`config.mk`:
```
export PLATFORM = sky130hd
export DESIGN_NAME = mapper_savestate_sequencer
export DESIGN_NICKNAME = d
export VERILOG_FILES = /design/src/rtl/mapper_savestate_sequencer.sv
export SDC_FILE = /design/constraint.sdc
export NUM_CORES = 1
export LEC_CHECK = 0
export BUFFER_PORTS_ARGS = -buffer_cell sky130_fd_sc_hd__buf_2
export CAP_MARGIN = 20
export CORE_UTILIZATION = 50
export CTS_CLUSTER_DIAMETER = 150
export DETAILED_ROUTE_END_ITERATION = 7
export GPL_TIMING_DRIVEN = 0
export PLACE_DENSITY = 0.85
export SLEW_MARGIN = 10
export SYNTH_ARGS = -nofsm -noshare
export SYNTH_HDL_FRONTEND = slang
export SYNTH_SLANG_ARGS = --single-unit
export TNS_END_PERCENT = 50
```
`constraint.sdc`:
```
create_clock -name clk -period 2.95 [get_ports clk]
set_input_delay 0.4425 -clock clk [delete_from_list [all_inputs] [get_ports clk]]
set_output_delay 0.4425 -clock clk [all_outputs]
set_load 0.01 [all_outputs]
```
`src/rtl/mapper_savestate_sequencer.sv`:
```
// Savestate bus sequencer: saves mapper slots to external memory and loads them back.
// Optional `SS_CHECKSUM_EN appends an XOR checksum word and gates the commit strobe on it.
module mapper_savestate_sequencer #(
  parameter logic [9:0]  SS_BASE  = 10'd32,
  parameter int unsigned SS_COUNT = 4,
  parameter int unsigned MEM_AW   = 8
) (
  input  logic              clk,
  input  logic              reset_n,
  input  logic              start_save,
  input  logic              start_load,
  output logic              busy,
  output logic              done,
  output logic              error,
  output logic [9:0]        SaveStateBus_Adr,
  output logic [63:0]       SaveStateBus_Din,
  output logic              SaveStateBus_wren,
  output logic              SaveStateBus_rst,
  output logic              SaveStateBus_load,
  input  logic [63:0]       SaveStateBus_Dout,
  output logic [MEM_AW-1:0] mem_addr,
  output logic [63:0]       mem_wdata,
  output logic              mem_we,
  output logic              mem_req,
  input  logic              mem_ack,
  input  logic [63:0]       mem_rdata
);

  localparam int unsigned IW = 7;
  localparam logic [IW-1:0] LAST = IW'(SS_COUNT - 1);

  localparam logic [3:0] S_IDLE        = 4'd0;
  localparam logic [3:0] S_SAVE_ADR    = 4'd1;
  localparam logic [3:0] S_SAVE_CAP    = 4'd2;
  localparam logic [3:0] S_SAVE_MEM    = 4'd3;
  localparam logic [3:0] S_LOAD_MEM    = 4'd4;
  localparam logic [3:0] S_LOAD_WR     = 4'd5;
  localparam logic [3:0] S_LOAD_COMMIT = 4'd6;
  localparam logic [3:0] S_FINISH      = 4'd7;
`ifdef SS_CHECKSUM_EN
  localparam logic [3:0] S_SAVE_SUM    = 4'd8;
  localparam logic [3:0] S_SAVE_SUMW   = 4'd9;
  localparam logic [3:0] S_LOAD_SUM    = 4'd10;
  localparam logic [3:0] S_LOAD_SUMW   = 4'd11;
`endif

  logic [3:0]        r_state;
  logic [IW-1:0]     r_idx;
  logic              r_busy;
  logic              r_done;
  logic [9:0]        r_adr;
  logic [63:0]       r_din;
  logic              r_wren;
  logic              r_load;
  logic [MEM_AW-1:0] r_mem_addr;
  logic [63:0]       r_mem_wdata;
  logic              r_mem_we;
  logic              r_mem_req;
`ifdef SS_CHECKSUM_EN
  logic              r_err;
  logic [63:0]       r_csum;
`endif

  always_ff @(posedge clk) begin
    if (!reset_n) begin
      r_state     <= S_IDLE;
      r_idx       <= '0;
      r_busy      <= 1'b0;
      r_done      <= 1'b0;
      r_adr       <= '0;
      r_din       <= '0;
      r_wren      <= 1'b0;
      r_load      <= 1'b0;
      r_mem_addr  <= '0;
      r_mem_wdata <= '0;
      r_mem_we    <= 1'b0;
      r_mem_req   <= 1'b0;
`ifdef SS_CHECKSUM_EN
      r_err       <= 1'b0;
      r_csum      <= '0;
`endif
    end else begin
      case (r_state)
        S_IDLE: begin
          r_done <= 1'b0;
          if (start_save || start_load) begin
            r_busy <= 1'b1;
            r_idx  <= '0;
`ifdef SS_CHECKSUM_EN
            r_err  <= 1'b0;
            r_csum <= '0;
`endif
            if (start_save) begin
              r_adr   <= SS_BASE;
              r_state <= S_SAVE_ADR;
            end else begin
              r_mem_addr <= '0;
              r_mem_we   <= 1'b0;
              r_mem_req  <= 1'b1;
              r_state    <= S_LOAD_MEM;
            end
          end
        end
        S_SAVE_ADR: r_state <= S_SAVE_CAP;
        S_SAVE_CAP: begin
          r_mem_wdata <= SaveStateBus_Dout;
          r_mem_addr  <= MEM_AW'(r_idx);
          r_mem_we    <= 1'b1;
          r_mem_req   <= 1'b1;
`ifdef SS_CHECKSUM_EN
          r_csum      <= r_csum ^ SaveStateBus_Dout;
`endif
          r_state     <= S_SAVE_MEM;
        end
        S_SAVE_MEM: begin
          if (mem_ack) begin
            r_mem_req <= 1'b0;
            if (r_idx == LAST) begin
`ifdef SS_CHECKSUM_EN
              r_state <= S_SAVE_SUM;
`else
              r_done  <= 1'b1;
              r_state <= S_FINISH;
`endif
            end else begin
              r_idx   <= r_idx + 1'b1;
              r_adr   <= SS_BASE + 10'(r_idx) + 10'd1;
              r_state <= S_SAVE_ADR;
            end
          end
        end
        S_LOAD_MEM: begin
          if (mem_ack) begin
            r_mem_req <= 1'b0;
            r_din     <= mem_rdata;
`ifdef SS_CHECKSUM_EN
            r_csum    <= r_csum ^ mem_rdata;
`endif
            r_adr     <= SS_BASE + 10'(r_idx);
            r_wren    <= 1'b1;
            r_state   <= S_LOAD_WR;
          end
        end
        S_LOAD_WR: begin
          r_wren <= 1'b0;
          if (r_idx == LAST) begin
`ifdef SS_CHECKSUM_EN
            r_state <= S_LOAD_SUM;
`else
            r_load  <= 1'b1;
            r_state <= S_LOAD_COMMIT;
`endif
          end else begin
            r_idx      <= r_idx + 1'b1;
            r_mem_addr <= MEM_AW'(r_idx + 1'b1);
            r_mem_we   <= 1'b0;
            r_mem_req  <= 1'b1;
            r_state    <= S_LOAD_MEM;
          end
        end
`ifdef SS_CHECKSUM_EN
        S_SAVE_SUM: begin
          r_mem_wdata <= r_csum;
          r_mem_addr  <= MEM_AW'(SS_COUNT);
          r_mem_we    <= 1'b1;
          r_mem_req   <= 1'b1;
          r_state     <= S_SAVE_SUMW;
        end
        S_SAVE_SUMW: begin
          if (mem_ack) begin
            r_mem_req <= 1'b0;
            r_done    <= 1'b1;
            r_state   <= S_FINISH;
          end
        end
        S_LOAD_SUM: begin
          r_mem_addr <= MEM_AW'(SS_COUNT);
          r_mem_we   <= 1'b0;
          r_mem_req  <= 1'b1;
          r_state    <= S_LOAD_SUMW;
        end
        S_LOAD_SUMW: begin
          // A bad checksum skips the commit so mapper live registers stay untouched
          if (mem_ack) begin
            r_mem_req <= 1'b0;
            if (mem_rdata != r_csum) begin
              r_err   <= 1'b1;
              r_done  <= 1'b1;
              r_state <= S_FINISH;
            end else begin
              r_load  <= 1'b1;
              r_state <= S_LOAD_COMMIT;
            end
          end
        end
`endif
        S_LOAD_COMMIT: begin
          r_load  <= 1'b0;
          r_done  <= 1'b1;
          r_state <= S_FINISH;
        end
        S_FINISH: begin
          r_done  <= 1'b0;
          r_busy  <= 1'b0;
          r_state <= S_IDLE;
        end
        default: r_state <= S_IDLE;
      endcase
    end
  end

  assign busy              = r_busy;
  assign done              = r_done;
`ifdef SS_CHECKSUM_EN
  assign error             = r_err;
`else
  assign error             = 1'b0;
`endif
  assign SaveStateBus_Adr  = r_adr;
  assign SaveStateBus_Din  = r_din;
  assign SaveStateBus_wren = r_wren;
  assign SaveStateBus_rst  = 1'b0;
  assign SaveStateBus_load = r_load;
  assign mem_addr          = r_mem_addr;
  assign mem_wdata         = r_mem_wdata;
  assign mem_we            = r_mem_we;
  assign mem_req           = r_mem_req;

endmodule

```
==> qor.yml, run 1 <==
synth_top_area_share_pct: 52.09
worstMarginPinSlew_ns: 0.7089
layout-drive-gt1-share_pct: 31.88
gp_congestion: 0.8766
post-route-period-util_pct: 71.43
synthTopCellsByCount: "272 x nand2_1, 161 x dfxtp_1, 146 x a21oi_1, 31 x clkbuf_1, 31 x nor2_1"
grt_antenna_before_repair: 0
synth_top_family_by_area: "simple AND/OR/NAND/NOR gates"
synth_seq_cells: 161
grt_pass1_wl_um: 28990
post-synth-top-count-cell: "nand2_1"
layout_min_cycle_time_ns: 2.107
hpwlAfterDp_um: 13790
synthTopCellsByArea: "dfxtp_1 52%, nand2_1 17%, a21oi_1 12%"
grt_pass1_vias: 5804
synth_simple_gate_area_share_pct: 22.73
rsz0062_at_grt: "false"
final_core_utilization_pct: 70.15
pre_cts_ws_ns: 0.9006
gr-total-overflow: 0
rr_startpoint: "r_idx[1]"
final_max_slew_viol_count: 0
drc: 0
arrival_ns: 2.44
h-tree-depth: 4
power_density_nw_per_um2: 655.4
synth_area_um2: 6187
synth_compound_area_share_pct: 18.81
ctsResizeCount: 0
finalNonFillerCells: 1267
layout_setup_ws_ns: 0.8429
hp-class: "input port to register"
fin_setup_tns_ns: 0
slew_headroom_pct: 52.74
drtPass1Iterations: 5
cts_tree: "done"
die_w_um: 113.2
n_fill_cell: 970
yosys.area_share.xor_xnor_pct: 0.2831
grt_max_degree: 17
ys.flop_type: "dfxtp_1"
synth_area_per_cell_um2: 7.922
slowest_delay_ns: 0.43
finalPower_mw: 5.545
viasPerCell: 5.174
multi_input_area_um2: 2656
cts_buffers: 17
worst-setup-path-type: "register to register"
post-cts-setup-buffers: 0
cts_root_buf: "clkbuf_16"
clock-sinks: 161
initial_core_util_pct: 51.30
grt_usage_pct: 29.11
synth_edf_count: 0
yosysTopAreaCell: "dfxtp_1"
final-setup-viol-count: 0
io_pins: 287
seq_area_frac_synth_pct: 52.09
yosysWarningCount: 0
synth_fa_ha_area_share_pct: 0.6067
crit_path_end_kind: "register"
path_max_fanout: 9
status: "finished clean"
postSynth.asyncResetShare_pct: 0
clkTransAtPathRegs_ns: 0.06
ys_types: 53
area_growth_pct: 36.74
antenna_left: 0
dp_cells: 1234
die_y_um: 113.2
maxCapViolations: 0
fin_skew_ns: 0.007526
start_kind: "register"
ir_worst_vdd_uv: 425.4
holdBufCountCts: 0
num_vias: 6556
final_nets: 1221
drtIter0Drc: 532
min_from: "SaveStateBus_Dout[5]"
cp_slowest_cell: "o221ai_2"
p_leak_nw: 3.805
fp.dieArea_um2: 12820
muxShareOfSynthArea_pct: 0.3236
required_ns: 3.28
wl_per_cell_um: 15.07
synthCells: 781
rows: 40
regArea_um2: 3223
clock_latency_ns: 0.42
clk_path_buf_depth: 2
finalHoldViolations: 0
port-buffer-count: 283
crit_path_start: "r_idx[1]"
crit_chain: "ha_1 > clkbuf_1 > and3_1 > buf_4 > o221ai_2 > o21ai_0 > a31oi_1"
core_um2: 12060
max_freq_ghz: 0.4746
drt-total-wl_um: 19090
flip-flops by register name, indices dropped and copies added, names as in the netlist:
name	flops
SaveStateBus_Din	64
SaveStateBus_Adr	9
r_idx	7
mem_wdata	64
mem_addr	8
done	1
mem_we	1
busy	1
SaveStateBus_load	1
SaveStateBus_wren	1
mem_req	1
r_state	3
power breakdown:
| group | internal (mW) | switching (mW) | total (mW) |
|---|---|---|---|
| Sequential | 2.31 | 0.0695 | 2.37 |
| Clock | 1.46 | 0.876 | 2.34 |
| Combinational | 0.324 | 0.505 | 0.829 |
metrics by stage:
stage | cell area [um2] | hold WS [ns]
floorplan | 6195 | 0.4805
global placement | 7821 | 0.4383
detailed placement | 7821 | 0.4430
CTS | 8458 | 0.2392
global route | 8458 | 0.2479
finish | 8461 | 0.2542
final timing paths:
check,to,slack (ns),depth (start not counted)
setup / recovery,SaveStateBus_Adr[2],0.84,7
hold / removal,mem_wdata[5],0.25,3
setup reg to reg,SaveStateBus_Adr[2],0.84,7
hold reg to reg,SaveStateBus_Din[18],0.45,2
critical path, delay by kind of cell, from the launching register on:
family	cells	cell delay, ns
AO/OA/AOI/OAI	3	0.86
flip-flops	1	0.38
buffers and inverters	2	0.35
AND/OR/NAND/NOR	1	0.21
adder cells (fa/ha/maj)	1	0.20
layout make-up:
class | count | share of cell area (%)
sequential | 161 | 38.10
timing repair buffer | 283 | 16.74
inverter | 6 | 0.2662
antenna | 1 | 0.02958
clock inverter | 12 | 2.130
clock buffer | 20 | 5.398
buffer | 64 | 3.461
tap | 168 | 2.484
multi-input combinational | 552 | 31.40
metal layers:
metal	routed length, um	vias up	GRT usage [%]
met3	1727	37	8.195
met1	7653	2981	33.80
met2	9260	339	50.18
li1	-	3199	-
met4	448	0	12.54
met5	0	-	0
logic make-up (layout without fill, tap and decap cells):
group / count (synthesis) / count (layout)
flops: 161 / 161
compound gates: 199 / 199
simple gates: 343 / 343
other cells: 1 / 4
xor+xnor: 2 / 2
mux: 2 / 2
fa+ha+maj: 3 / 3
buf+inv: 70 / 385
layout by cell type (no fill, tap or decap), drive strengths merged, types with 6 or more instances in the layout:
cell / count
buf: 316
nand3: 8
inv: 7
o21ai: 16
nand2: 272
nor3: 6
a211oi: 6
dfxtp: 161
nor2: 31
clkbuf: 51
a21oi: 146
Power figures use the tool's default switching activity.
==> run 2: changes to the inputs <==
--- a/config.mk
+++ b/config.mk
@@ -7,11 +7,11 @@
 export LEC_CHECK = 0
 export BUFFER_PORTS_ARGS = -buffer_cell sky130_fd_sc_hd__buf_2
 export CAP_MARGIN = 20
-export CORE_UTILIZATION = 50
+export CORE_UTILIZATION = 42
 export CTS_CLUSTER_DIAMETER = 150
 export DETAILED_ROUTE_END_ITERATION = 7
 export GPL_TIMING_DRIVEN = 0
-export PLACE_DENSITY = 0.85
+export PLACE_DENSITY = 0.76
 export SLEW_MARGIN = 10
 export SYNTH_ARGS = -nofsm -noshare
 export SYNTH_HDL_FRONTEND = slang
==> constraint.sdc (replaced) <==
create_clock -name clk -period 1.9 [get_ports clk]
set_input_delay 0.285 -clock clk [delete_from_list [all_inputs] [get_ports clk]]
set_output_delay 0.285 -clock clk [all_outputs]
set_load 0.01 [all_outputs]
==> run 2 against run 1 <==
  * Total power rose by 57%
  * Count of clock-buffer cells in the layout fell by 2
  * Core utilization fell by 9.8 points
  * Hold slack got worse by 0.16 ns
==> qor.yml, run 2 (synthesized netlist as in run 1, its figures left out) <==
arrival_ns: 2.12  # -0.32 ns
finalPower_mw: 8.684  # +57%
grt_pass1_wl_um: 27750  # -4.3%
viasPerCell: 5.018  # -3.0%
pre_cts_ws_ns: -0.1642  # -1.065 ns
crit_family: "buffers and inverters"
num_vias: 6413  # -2.2%
post-route-period-util_pct: 96.45  # +25 points
grt_max_degree: 17  # unchanged
clock-sinks: 161  # unchanged
antenna_left: 0  # unchanged
grt_pass1_vias: 5568  # -4.1%
die_y_um: 123.4  # +8.9%
rows: 43  # +7.5%
fin_skew_ns: 0.01122  # +0.003697 ns
crit_chain: "buf_4 > nor3b_1 > buf_4 > nand2_1 > buf_2 > clkbuf_2 > nand2_1 > a21oi_1"
cts_root_buf: "clkbuf_16"
slowest_delay_ns: 0.30  # -0.13 ns
r2r_setup_slack_ns: 0.07  # -0.78 ns
drtPass1Iterations: 5  # unchanged
io_pins: 287  # unchanged
port-buffer-count: 283  # unchanged
regArea_um2: 3224  # about the same
layout_commonest_cell: "buf_2"
slew_headroom_pct: 53.74  # +1.0 points
hpwlAfterDp_um: 13950  # +1.2%
worstMarginPinSlew_ns: 0.6939  # -0.01495 ns
gr-total-overflow: 0  # unchanged
layout-drive-gt1-share_pct: 33.33  # +1.5 points
n_fill_cell: 1315  # +36%
start_kind: "register"
drt-total-wl_um: 18930  # -0.84%
drtIter0Drc: 292  # -45%
drc: 0  # unchanged
fin_setup_tns_ns: 0  # unchanged
core_um2: 14150  # +17%
holdBufCountCts: 0  # unchanged
layout_setup_ws_ns: 0.06750  # -0.7754 ns
p_leak_nw: 3.846  # +1.1%
reg2reg_depth: 8  # +1
ir_worst_vdd_uv: 634.2  # +49%
worst-setup-path-type: "register to register"
layout_min_cycle_time_ns: 1.832  # -0.2746 ns
finalHoldViolations: 0  # unchanged
fp.dieArea_um2: 15220  # +19%
clk_path_buf_depth: 2  # unchanged
maxCapViolations: 0  # unchanged
status: "finished clean"
grt_antenna_before_repair: 0  # unchanged
gp_congestion: 0.8827  # +0.70%
diodes: 0  # -1
multi_input_area_um2: 2698  # +1.6%
cts_buffers: 17  # unchanged
final_max_slew_viol_count: 0  # unchanged
crit_path_end_kind: "register"
final_nets: 1221  # unchanged
rsz0062_at_grt: "true"
required_ns: 2.18  # -1.10 ns
rr_startpoint: "r_state[0]"
timing.rr.end: "SaveStateBus_Din[33]"
clkTransAtPathRegs_ns: 0.07  # about the same
power_density_nw_per_um2: 1018  # +55%
initial_core_util_pct: 43.73  # -7.6 points
holdPathStages: 3  # unchanged
min_from: "mem_rdata[32]"
cp_slowest_cell: "dfxtp_1"
die_w_um: 123.4  # +8.9%
cts_tree: "done"
layout_common_cells: "301 x buf_2, 272 x nand2_1, 160 x dfxtp_1"
clock_latency_ns: 0.42  # about the same
h-tree-depth: 4  # unchanged
hp-class: "input port to register"
crit_buf_inv: 4  # +2
max_freq_ghz: 0.5457  # +15%
area_growth_pct: 37.94
grt_usage_pct: 23.99  # -5.1 points
wl_per_cell_um: 14.81  # -1.7%
hold_path_end: "SaveStateBus_Din[32]"
crit_path_start: "r_state[0]"
path_max_fanout: 10  # +1
final-setup-viol-count: 0  # unchanged
## run 2: worst max-delay path by stage
stage / to / slack (ns) / cells after the start
after global placement: SaveStateBus_Adr[6] / -0.13 / 8
after CTS: SaveStateBus_Din[33] / 0.003 / 8
after detailed placement: SaveStateBus_Adr[6] / -0.16 / 8
after floorplan: SaveStateBus_Adr[6] / 0.18 / 8
final: SaveStateBus_Din[33] / 0.07 / 8
after global routing: mem_wdata[19] / -0.06 / 8
## run 2: cell type report
type | instances | area share (%)
buffer | 63 | 3.636
inverter | 6 | 0.2639
clock inverter | 14 | 2.390
sequential | 161 | 37.78
multi-input combinational | 552 | 31.61
timing repair buffer | 284 | 16.65
clock buffer | 18 | 5.029
tap | 180 | 2.639
## run 2: worst min-delay path: stages
cell and delay, ns:
buf_2 0.10, nand2_1 0.04, a21oi_1 0.05
## run 2: metrics by stage
stage	utilization [%]	cell area (um2)	instances	hold slack (ns)
6_report	60.31	8534	1278	0.09555
4_1_cts	60.04	8496	1277	0.07907
3_5_place_dp	55.38	7836	1246	0.4431
3_3_place_gp	55.38	7836	1246	0.4381
2_1_floorplan	-	6195	783	0.4210
5_1_grt	60.31	8534	1278	0.07143
## run 2: power by group
part	total (mW)	leakage, nW	switching, mW	internal, mW
clock network	3.70	0.297	1.47	2.23
registers	3.68	1.31	0.105	3.58
logic	1.30	2.24	0.782	0.521
total	8.68	3.85	2.36	6.33
## run 2: layer usage
layer / wire [um] / track usage, %
met2: 9155 / 40.50
met4: 265 / 7.756
met1: 7912 / 28.31
met3: 1596 / 8.395
met5: 0 / 0
## run 2: timing repair
item	CTS	global route
buffers inserted	0	0
cloned	0	1
gates resized for setup	9	16
endpoints found under the setup margin	43	98
==> run 3: changes to the inputs <==
--- a/config.mk
+++ b/config.mk
@@ -5,13 +5,15 @@
 export SDC_FILE = /design/constraint.sdc
 export NUM_CORES = 1
 export LEC_CHECK = 0
-export BUFFER_PORTS_ARGS = -buffer_cell sky130_fd_sc_hd__buf_2
 export CAP_MARGIN = 20
-export CORE_UTILIZATION = 42
+export CORE_AREA = 2 2 113 115
 export CTS_CLUSTER_DIAMETER = 150
+export CTS_CLUSTER_SIZE = 25
 export DETAILED_ROUTE_END_ITERATION = 7
+export DIE_AREA = 0 0 115 117
+export DONT_BUFFER_PORTS = 1
 export GPL_TIMING_DRIVEN = 0
-export PLACE_DENSITY = 0.76
+export PLACE_DENSITY = 0.68
 export SLEW_MARGIN = 10
 export SYNTH_ARGS = -nofsm -noshare
 export SYNTH_HDL_FRONTEND = slang
==> run 3 against run 2 <==
  * Die area is 12% lower
  * Highest routed layer unchanged
  * Critical endpoint is now SaveStateBus_Din[32]
  * Flip-flop and latch count stayed put
  * Register-to-register slack worse by 0.04 ns
  * Largest power group is now sequential cells
  * Maximum frequency is 2.2% lower
  * Core utilization is 5.7 points higher
  * Largest cell class unchanged
  * Non-clock buffer count is 179 lower
  * Critical path depth is 1 lower
  * Worst setup slack worse by 0.041 ns
==> qor.yml, run 3 (synthesized netlist as in run 1, its figures left out) <==
holdPathStages: 2  # -1
layout_setup_ws_ns: 0.02610  # -0.04141 ns
crit_path_start: "r_state[2]"
slew_headroom_pct: 55.08  # +1.3 points
min_from: "SaveStateBus_Dout[22]"
drtPass1Iterations: 5  # unchanged
swShare_pct: 26.04  # -1.1 points
fin_skew_ns: 0.004828  # -0.006395 ns
num_vias: 5940  # -7.4%
rows: 41  # -4.7%
placed_area_um2: 6382  # -19%
diodes: 0  # unchanged
grt_busiest_layer: "met2"
p_switching_mw: 2.208  # -6.3%
antenna_left: 0  # unchanged
finalHoldViolations: 0  # unchanged
worst-setup-path-type: "register to register"
arrival_ns: 2.22  # +0.10 ns
layout_common_cells: "272 x nand2_1, 159 x dfxtp_1, 146 x a21oi_1"
maxCapViolations: 0  # unchanged
layout_min_cycle_time_ns: 1.874  # +0.04141 ns
grtUsageMet2_pct: 43.29  # +2.8 points
worstMarginPinSlew_ns: 0.6739  # -0.02004 ns
crit_path_end_kind: "register"
initial_core_util_pct: 50.25  # +6.5 points
grt_pass1_vias: 5607  # +0.70%
path_max_fanout: 10  # unchanged
comb_power_share_pct: 12.4  # -2.6 points
h-tree-depth: 4  # unchanged
fp.dieArea_um2: 13460  # -12%
grt_max_degree: 17  # unchanged
ir_worst_vdd_uv: 602.2  # -5.0%
layout_commonest_cell: "nand2_1"
gp_congestion: 0.8404  # -4.8%
cts_buffers: 17  # unchanged
grt_pass1_wl_um: 26990  # -2.8%
grt_util_met3_pct: 8.754  # +0.36 points
cts_tree: "done"
hpwlAfterDp_um: 12430  # -11%
wl_per_cell_um: 17.36  # +17%
final_max_slew_viol_count: 0  # unchanged
grt_usage_pct: 25.61  # +1.6 points
drtIter0Drc: 509  # +74%
clk_path_buf_depth: 2  # unchanged
final_nets: 1042  # -15%
viasPerCell: 5.557  # +11%
timing.rr.end: "SaveStateBus_Din[32]"
post-route-period-util_pct: 98.63  # +2.2 points
met1_usage_pct: 29.46  # +1.1 points
p_int_mw: 6.270  # -0.93%
hold_path_end: "mem_wdata[22]"
clock_latency_ns: 0.42  # about the same
hp-class: "input port to register"
p_clk_share_pct: 42.4  # -0.2 points
rsz0062_at_grt: "true"
r2r_setup_slack_ns: 0.03  # -0.04 ns
io_pins: 287  # unchanged
rr_startpoint: "r_state[2]"
die_y_um: 117  # -5.2%
cts_root_buf: "clkbuf_16"
final_core_utilization_pct: 65.99  # +5.7 points
required_ns: 2.24  # +0.06 ns
seqPwrFrac_pct: 45.2  # +2.8 points
drc: 0  # unchanged
core_um2: 12310  # -13%
start_kind: "register"
final-setup-viol-count: 0  # unchanged
pre_cts_ws_ns: -0.1711  # -0.006912 ns
area_growth_pct: 31.30
drt-total-wl_um: 18550  # -2.0%
port-buffer-count: 0  # -100%
clkTransAtPathRegs_ns: 0.06  # about the same
max_freq_ghz: 0.5336  # -2.2%
stdcell_area_um2: 8124  # -4.8%
clock-sinks: 161  # unchanged
die_w_um: 115  # -6.8%
grt_antenna_before_repair: 0  # unchanged
reg2reg_depth: 7  # -1
power_density_nw_per_um2: 1044  # +2.6%
gr-total-overflow: 0  # unchanged
p_leak_nw: 2.935  # -24%
status: "finished clean"
fin_setup_tns_ns: 0  # unchanged
layout-drive-gt1-share_pct: 9.249  # -24 points
## run 3: changes by cell type in the layout (fill, tap and decap cells not counted), sizes merged
cell | before | now
buf | 313 | 29
dlygate4sd3 | 0 | 103
inv | 11 | 7
clkbuf | 52 | 55
clkinv | 1 | 3
clkinvlp | 4 | 5
## run 3: layer usage
metal	vias to the layer above	part of all wire (%)	wire length, um
li1	2834	-	-
met1	2772	39	7227
met2	290	49	9131
met3	44	8.8	1642
met4	0	3.0	552
met5	-	0	0
## run 3: worst max-delay path by stage
stage | slack (ns) | to | cells after the start
finish | 0.03 | SaveStateBus_Din[32] | 7
global route | -0.1 | SaveStateBus_Din[35] | 7
CTS | -0.02 | SaveStateBus_Din[37] | 6
detailed placement | -0.17 | SaveStateBus_Adr[6] | 8
global placement | -0.13 | SaveStateBus_Adr[6] | 8
floorplan | 0.18 | SaveStateBus_Adr[6] | 8
## run 3: through the flow
stage | power [mW] | std cells | hold WS, ns
6_report | 8.478 | 1069 | 0.01033
5_1_grt | 8.800 | 1069 | 0.0001287
4_1_cts | 8.458 | 1067 | 0.0003618
3_5_place_dp | 4.722 | 933 | 0.4280
3_3_place_gp | 4.687 | 933 | 0.4225
2_1_floorplan | 4.490 | 783 | 0.4210
## run 3: timing repair
item / in CTS / in global routing
setup buffers: 0 / 2
endpoints found under the hold margin: 103 / 0
hold buffers: 103 / 0
resized for setup: 5 / 23
gates cloned: 0 / 0
setup endpoints to repair: 33 / 121
## run 3: power by group through the flow
stage | registers (mW) | logic, mW | clock network [mW]
2_1_floorplan | 3.84 | 0.646 | 0
3_3_place_gp | 3.90 | 0.787 | 0
3_5_place_dp | 3.90 | 0.819 | 0
4_1_cts | 3.83 | 1.00 | 3.62
5_1_grt | 3.86 | 1.17 | 3.78
6_report | 3.83 | 1.05 | 3.59
## run 3: critical path: stages, from the launching register on
cell and delay, ns:
dfxtp_1 0.37, nor3b_2 0.19, buf_4 0.17, nand2_1 0.13
buf_2 0.25, buf_1 0.38, nand2_1 0.12, a21oi_1 0.17
## run 3: cell type report
| class | instances | area (um2) |
|---|---|---|
| tap | 150 | 187.7 |
| clock buffer | 19 | 442.9 |
| timing repair buffer | 105 | 1046 |
| clock inverter | 13 | 185.2 |
| buffer | 63 | 311.5 |
| multi-input combinational | 552 | 2703 |
| sequential | 161 | 3226 |
| inverter | 6 | 22.52 |
| fill | 944 | 4188 |
